$ cat config.mk
export PLATFORM = sky130hd
export DESIGN_NAME = wc_tile_feeder
export DESIGN_NICKNAME = d
export VERILOG_FILES = /design/src/rtl/wc_pkg.sv /design/src/rtl/wc_tile_skid.sv /design/src/rtl/wc_tile_feeder.sv
export SDC_FILE = /design/constraint.sdc
export NUM_CORES = 1
export LEC_CHECK = 0
export ABC_CLOCK_PERIOD_IN_PS = 2850
export BUFFER_PORTS_ARGS = -buffer_cell sky130_fd_sc_hd__buf_2
export CAP_MARGIN = 20
export CORE_ASPECT_RATIO = 0.75
export CORE_MARGIN = 1.5
export CORE_UTILIZATION = 55
export CTS_BUF_LIST = sky130_fd_sc_hd__clkbuf_8
export CTS_CLUSTER_DIAMETER = 40
export DETAILED_ROUTE_END_ITERATION = 10
export MAX_ROUTING_LAYER = met4
export PLACE_DENSITY = 0.8
export SKIP_CTS_REPAIR_TIMING = 1
export SLEW_MARGIN = 20
export SYNTH_ARGS = -nofsm -noshare
export SYNTH_HDL_FRONTEND = slang
export SYNTH_SLANG_ARGS = --single-unit
$ cat constraint.sdc
create_clock -name clk -period 2.85 [get_ports clk]
set_input_delay 0 -clock clk [delete_from_list [all_inputs] [get_ports clk]]
set_output_delay 0 -clock clk [all_outputs]
set_load 0.05 [all_outputs]
$ cat src/rtl/wc_pkg.sv
// Shared constants and types for the F(3,5) Winograd convolution front end.
package wc_pkg;

  localparam int WC_DW   = 10;
  localparam int WC_M    = 3;
  localparam int WC_R    = 5;
  localparam int WC_TILE = WC_M + WC_R - 1;

  typedef logic signed [WC_DW-1:0] sample_t;

  typedef enum logic [1:0] {
    FILL,
    STRIDE,
    PAD
  } state_t;

endpackage

$ cat src/rtl/wc_tile_skid.sv
// Single-entry tile holding register.
// Contents are held stable while the consumer stalls.
module wc_tile_skid #(
  parameter int W = 70
) (
  input  logic         clk,
  input  logic         rst,
  input  logic         load,
  input  logic [W-1:0] ld_data,
  input  logic         ld_last,
  input  logic         t_ready,
  output logic         t_valid,
  output logic [W-1:0] t_data,
  output logic         t_last,
  output logic         busy
);

  assign busy = t_valid && !t_ready;

  // The producer only loads while not busy, so a load may overlap a drain.
  always_ff @(posedge clk) begin
    if (rst) begin
      t_valid <= 1'b0;
      t_data  <= '0;
      t_last  <= 1'b0;
    end else if (load) begin
      t_valid <= 1'b1;
      t_data  <= ld_data;
      t_last  <= ld_last;
    end else if (t_ready) begin
      t_valid <= 1'b0;
    end
  end

endmodule

$ cat src/rtl/wc_tile_feeder.sv
// Stream-to-tile feeder: overlapping 7-sample tiles, stride 3, zero-padded frame end.
// Define WC_TILE_IDX_EN to add the t_idx tile-index output.
module wc_tile_feeder
  import wc_pkg::*;
#(
  parameter int DW     = WC_DW,
  parameter int TILE   = WC_TILE,
  parameter int STRIDE = WC_M
) (
  input  logic               clk,
  input  logic               rst,
  input  logic               s_valid,
  output logic               s_ready,
  input  logic [DW-1:0]      s_data,
  input  logic               s_last,
  output logic               t_valid,
  input  logic               t_ready,
  output logic [TILE*DW-1:0] t_data,
  output logic               t_last
`ifdef WC_TILE_IDX_EN
  ,
  output logic [15:0]        t_idx
`endif
);

  localparam int NW = $clog2(TILE + 1);

  logic [TILE*DW-1:0] win;
  logic [TILE*DW-1:0] win_nxt;
  logic [NW-1:0]      need;
  state_t             state;
  logic [DW-1:0]      shin;
  logic busy;
  logic stall;
  logic acc;
  logic pad_step;
  logic shift;
  logic complete;
  logic closes;

  assign stall    = (need == NW'(1)) && busy;
  assign s_ready  = (state != PAD) && !stall;
  assign acc      = s_valid && s_ready;
  assign pad_step = (state == PAD) && !stall;
  assign shift    = acc || pad_step;
  assign shin     = acc ? s_data : '0;
  assign win_nxt  = {win[(TILE-1)*DW-1:0], shin};
  assign complete = shift && (need == NW'(1));
  assign closes   = pad_step || (acc && s_last);

  // The STRIDE parameter hides the enum literal, hence the scoped name.
  always_ff @(posedge clk) begin
    if (rst) begin
      state <= FILL;
      need  <= NW'(TILE);
      win   <= '0;
    end else if (shift) begin
      if (complete && closes) begin
        state <= FILL;
        need  <= NW'(TILE);
        win   <= '0;
      end else if (complete) begin
        state <= wc_pkg::STRIDE;
        need  <= NW'(STRIDE);
        win   <= win_nxt;
      end else begin
        need <= need - NW'(1);
        win  <= win_nxt;
        if (acc && s_last) state <= PAD;
      end
    end
  end

  wc_tile_skid #(
    .W(TILE*DW)
  ) u_skid (
    .clk     (clk),
    .rst     (rst),
    .load    (complete),
    .ld_data (win_nxt),
    .ld_last (closes),
    .t_ready (t_ready),
    .t_valid (t_valid),
    .t_data  (t_data),
    .t_last  (t_last),
    .busy    (busy)
  );

`ifdef WC_TILE_IDX_EN
  always_ff @(posedge clk) begin
    if (rst) begin
      t_idx <= '0;
    end else if (t_valid && t_ready) begin
      t_idx <= t_last ? 16'd0 : t_idx + 16'd1;
    end
  end
`endif

endmodule

==> results.py <==
metrics = {
    "placement": {
        "place.port_buffers": 87,
        "pre_cts_ws_ps": 934,
        "gp_congestion": 0.898,
        "hpwl_um": 6730,
    },
    "setup_path": {
        "critPathKind": "reg2reg",
        "worstPathBufferInverterCount": 1,
        "end_kind": "flop",
        "required_ps": 3230,
        "rrSetupSlack_ps": 890,
        "critical_path.max_fanout": 10,
        "worstSetupStartpoint": "need[1]",
        "cp.arrival_ps": 2340,
        "worstPathCellList": "inv_1 -> ha_1 -> nand2b_2 -> nor2_1 -> a2111oi_4 -> a22o_1",
        "crit-reg2reg-launch": "need[1]",
        "r2r_end": "win[3]",
        "slowest_stage": "a2111oi_4",
        "crit_path_max_incr_delay_ps": 750,
        "r2r_cells": 6,
        "cp-start-kind": "flop",
        "crit_family": "compound AO/OA/AOI/OAI gates",
    },
    "timing": {
        "tns_ps": 0,
        "max_freq_ghz": 0.509,
        "finClkSkew_ps": 15.6,
        "finalMaxSlewViolations": 0,
        "period_minus_slack_ps": 1960,
        "slew_headroom": 0.412,
        "timing.final.ws_setup_ps": 887,
        "worstMarginPinSlew_ps": 881,
        "finalHoldViolCount": 0,
        "min_period_over_period": 0.689,
        "rsz0062_at_grt": "false",
        "setup_viol": 0,
    },
    "detailed_routing": {
        "wl_per_cell_um": 16.7,
        "drt_iter0_drc": 261,
        "drt-total-wl_um": 10300,
        "route.detailed.drc": 0,
        "firstDrtPassIters": 4,
        "antenna_left": 0,
        "vias_per_cell": 5.63,
        "vias": 3470,
    },
    "min_path": {
        "hold_start": "t_ready",
        "hold_end": "u_skid.t_valid",
        "min_path_type": "in2reg",
        "hold_depth": 3,
    },
    "yosys": {
        "synthSimpleGateAreaFrac": 0.0877,
        "synth.distinct_cells": 38,
        "synth.ff_latch_count": 137,
        "synth.mux.area_fraction": 0,
        "yosys_warnings": 0,
        "ys_seq_area_frac": 0.608,
        "synth-adder-area-share": 0.00555,
        "synthesis.area_um2": 4510,
        "synth_top_family_by_area": "compound AO/OA/AOI/OAI gates",
        "synth_compound_area_frac": 0.257,
        "synthesis.nets": 419,
        "synth_xor_area_frac": 0.00194,
        "syn_inst": 402,
        "syn_area_per_cell_um2": 11.2,
    },
    "die": {
        "pin_count": 88,
        "die_w_um": 108,
        "start_util": 0.570,
        "rows": 28,
        "die_area_um2": 8760,
        "core_um2": 7920,
        "die-height_um": 81.4,
    },
    "global_routing": {
        "grt_pass1_vias": 3185,
        "grt_max_degree": 50,
        "grt_pass1_wl_um": 16100,
        "track_usage": 0.248,
        "grt_overflow": 0,
        "antenna_found_initial": 0,
    },
    "clock_tree": {
        "cts_tree": "yes",
        "numCtsBuffers": 17,
        "htree_levels": 4,
        "clockRootBuffer": "clkbuf_8",
        "clock_latency_ps": 440,
        "cts_num_sinks": 137,
        "clockBufferDepth": 2,
        "cts.clk_slew.worst_paths_ps": 80,
    },
    "power_and_ir_drop": {
        "peakVddDrop_uv": 371,
        "leakagePower_nw": 2.36,
        "power_density_nw_per_um2": 680,
    },
    "outcome": {
        "status": "finished, final reports clean",
    },
    "layout": {
        "drive_gt1_frac": 0.274,
        "fillCellCount": 600,
        "antenna_cells": 0,
        "area_delta_synth_final_pct": 22.6,
        "fin_nets": 515,
    },
    "run": {
        "maxCapViolations": 0,
    },
}
==> power breakdown <==
group          internal (W)  switching, W  leakage, nW  total (W)
clock              0.000849      0.000792        0.204    0.00164
combinational     0.0000569     0.0000989         1.05   0.000156
sequential          0.00194     0.0000230         1.11    0.00196
==> area by class of cell <==
type / instances / area, um2 / share of cell area
sequential: 137 / 2740 / 0.496
multi-input combinational: 234 / 1610 / 0.292
timing repair buffer: 105 / 611 / 0.110
clock buffer: 19 / 262 / 0.0473
clock inverter: 13 / 158 / 0.0285
tap: 105 / 131 / 0.0238
inverter: 3 / 11.3 / 0.00204
==> state kept, by name, summed over array words and instances, names as in the netlist <==
signal,flops
win,60
need,3
u_skid.t_last,1
u_skid.t_valid,1
u_skid.t_data,70
state,2
==> synthesized netlist by cell type, drive strengths merged <==
cell type | n | area share
a32o | 1 | 0.0022
nor3 | 3 | 0.0044
xnor2 | 1 | 0.0019
ha | 2 | 0.0055
o211ai | 2 | 0.0033
dfxtp | 137 | 0.61
a2111oi | 1 | 0.0061
inv | 3 | 0.0025
a211oi | 1 | 0.0028
a21boi | 1 | 0.0017
o21ai | 3 | 0.0033
a31o | 1 | 0.0019
o22ai | 1 | 0.0028
and4bb | 1 | 0.0036
nand3 | 1 | 0.0011
a21oi | 33 | 0.039
nand2b | 3 | 0.0053
o32ai | 1 | 0.0019
o21a | 1 | 0.0017
clkbuf | 6 | 0.0050
a22o | 98 | 0.19
nor2b | 2 | 0.0028
or3 | 1 | 0.0014
nor3b | 2 | 0.0044
nand2 | 67 | 0.056
buf | 22 | 0.032
nor2 | 6 | 0.0072
and2b | 1 | 0.0017
==> worst max-delay path by stage <==
stage | endpoint | slack, ps | cells past startpoint
6_report | win[3] | 890 | 6
3_3_place_gp | win[4] | 980 | 6
5_1_grt | u_skid.t_data[26] | 750 | 6
4_1_cts | win[9] | 900 | 6
3_5_place_dp | win[9] | 930 | 6
2_1_floorplan | win[0] | 1070 | 4
==> logic make-up (layout without fill, tap and decap cells) <==
kind of cell | Yosys count | in the layout
simple gates | 87 | 87
xor+xnor | 1 | 1
fa+ha+maj | 2 | 2
buf+inv | 31 | 140
flops | 137 | 137
compound gates | 144 | 144
==> layout by cell type (no fill, tap or decap), types with 2 or more instances in the layout <==
| cell | instances |
|---|---|
| dfxtp_1 | 137 |
| a22o_1 | 98 |
| buf_2 | 87 |
| nand2_1 | 67 |
| a21oi_1 | 32 |
| clkbuf_8 | 19 |
| dlygate4sd3_1 | 11 |
| buf_4 | 6 |
| nor2_1 | 4 |
| inv_6 | 4 |
| o21ai_0 | 3 |
| clkinvlp_4 | 3 |
| inv_1 | 2 |
| nand2b_2 | 2 |
| nor2b_1 | 2 |
| nor2_4 | 2 |
| o211ai_1 | 2 |
| nor3_2 | 2 |
| ha_1 | 2 |
| bufinv_16 | 2 |
| inv_8 | 2 |
| clkinv_4 | 2 |
==> per-layer routing <==
metal | up-vias | track usage | part of all wire
met4 | 0 | 0.0697 | 0.0065
met1 | 1684 | 0.324 | 0.47
met2 | 112 | 0.378 | 0.47
met3 | 12 | 0.0762 | 0.056
met5 | - | - | 0
li1 | 1662 | - | -
==> stage by stage <==
step,instances,utilization,hold WS (ps),power (W),area [um2]
after CTS,605,0.684,-235,0.00376,5420
after detailed placement,573,0.631,233,0.00215,5000
final,616,0.698,35.2,0.00376,5530
after global routing,616,0.698,51.4,0.00388,5530
after global placement,573,0.631,232,0.00214,5000
after floorplan,402,-,125,0.00210,4510
==> worst register-to-register path, stage by stage, from the launching register on <==
cell and delay (ps):
dfxtp_1 340, inv_1 60, ha_1 240, nand2b_2 160
nor2_1 130, a2111oi_4 750, a22o_1 230
Note: power is estimated with default switching activity, not from simulation.
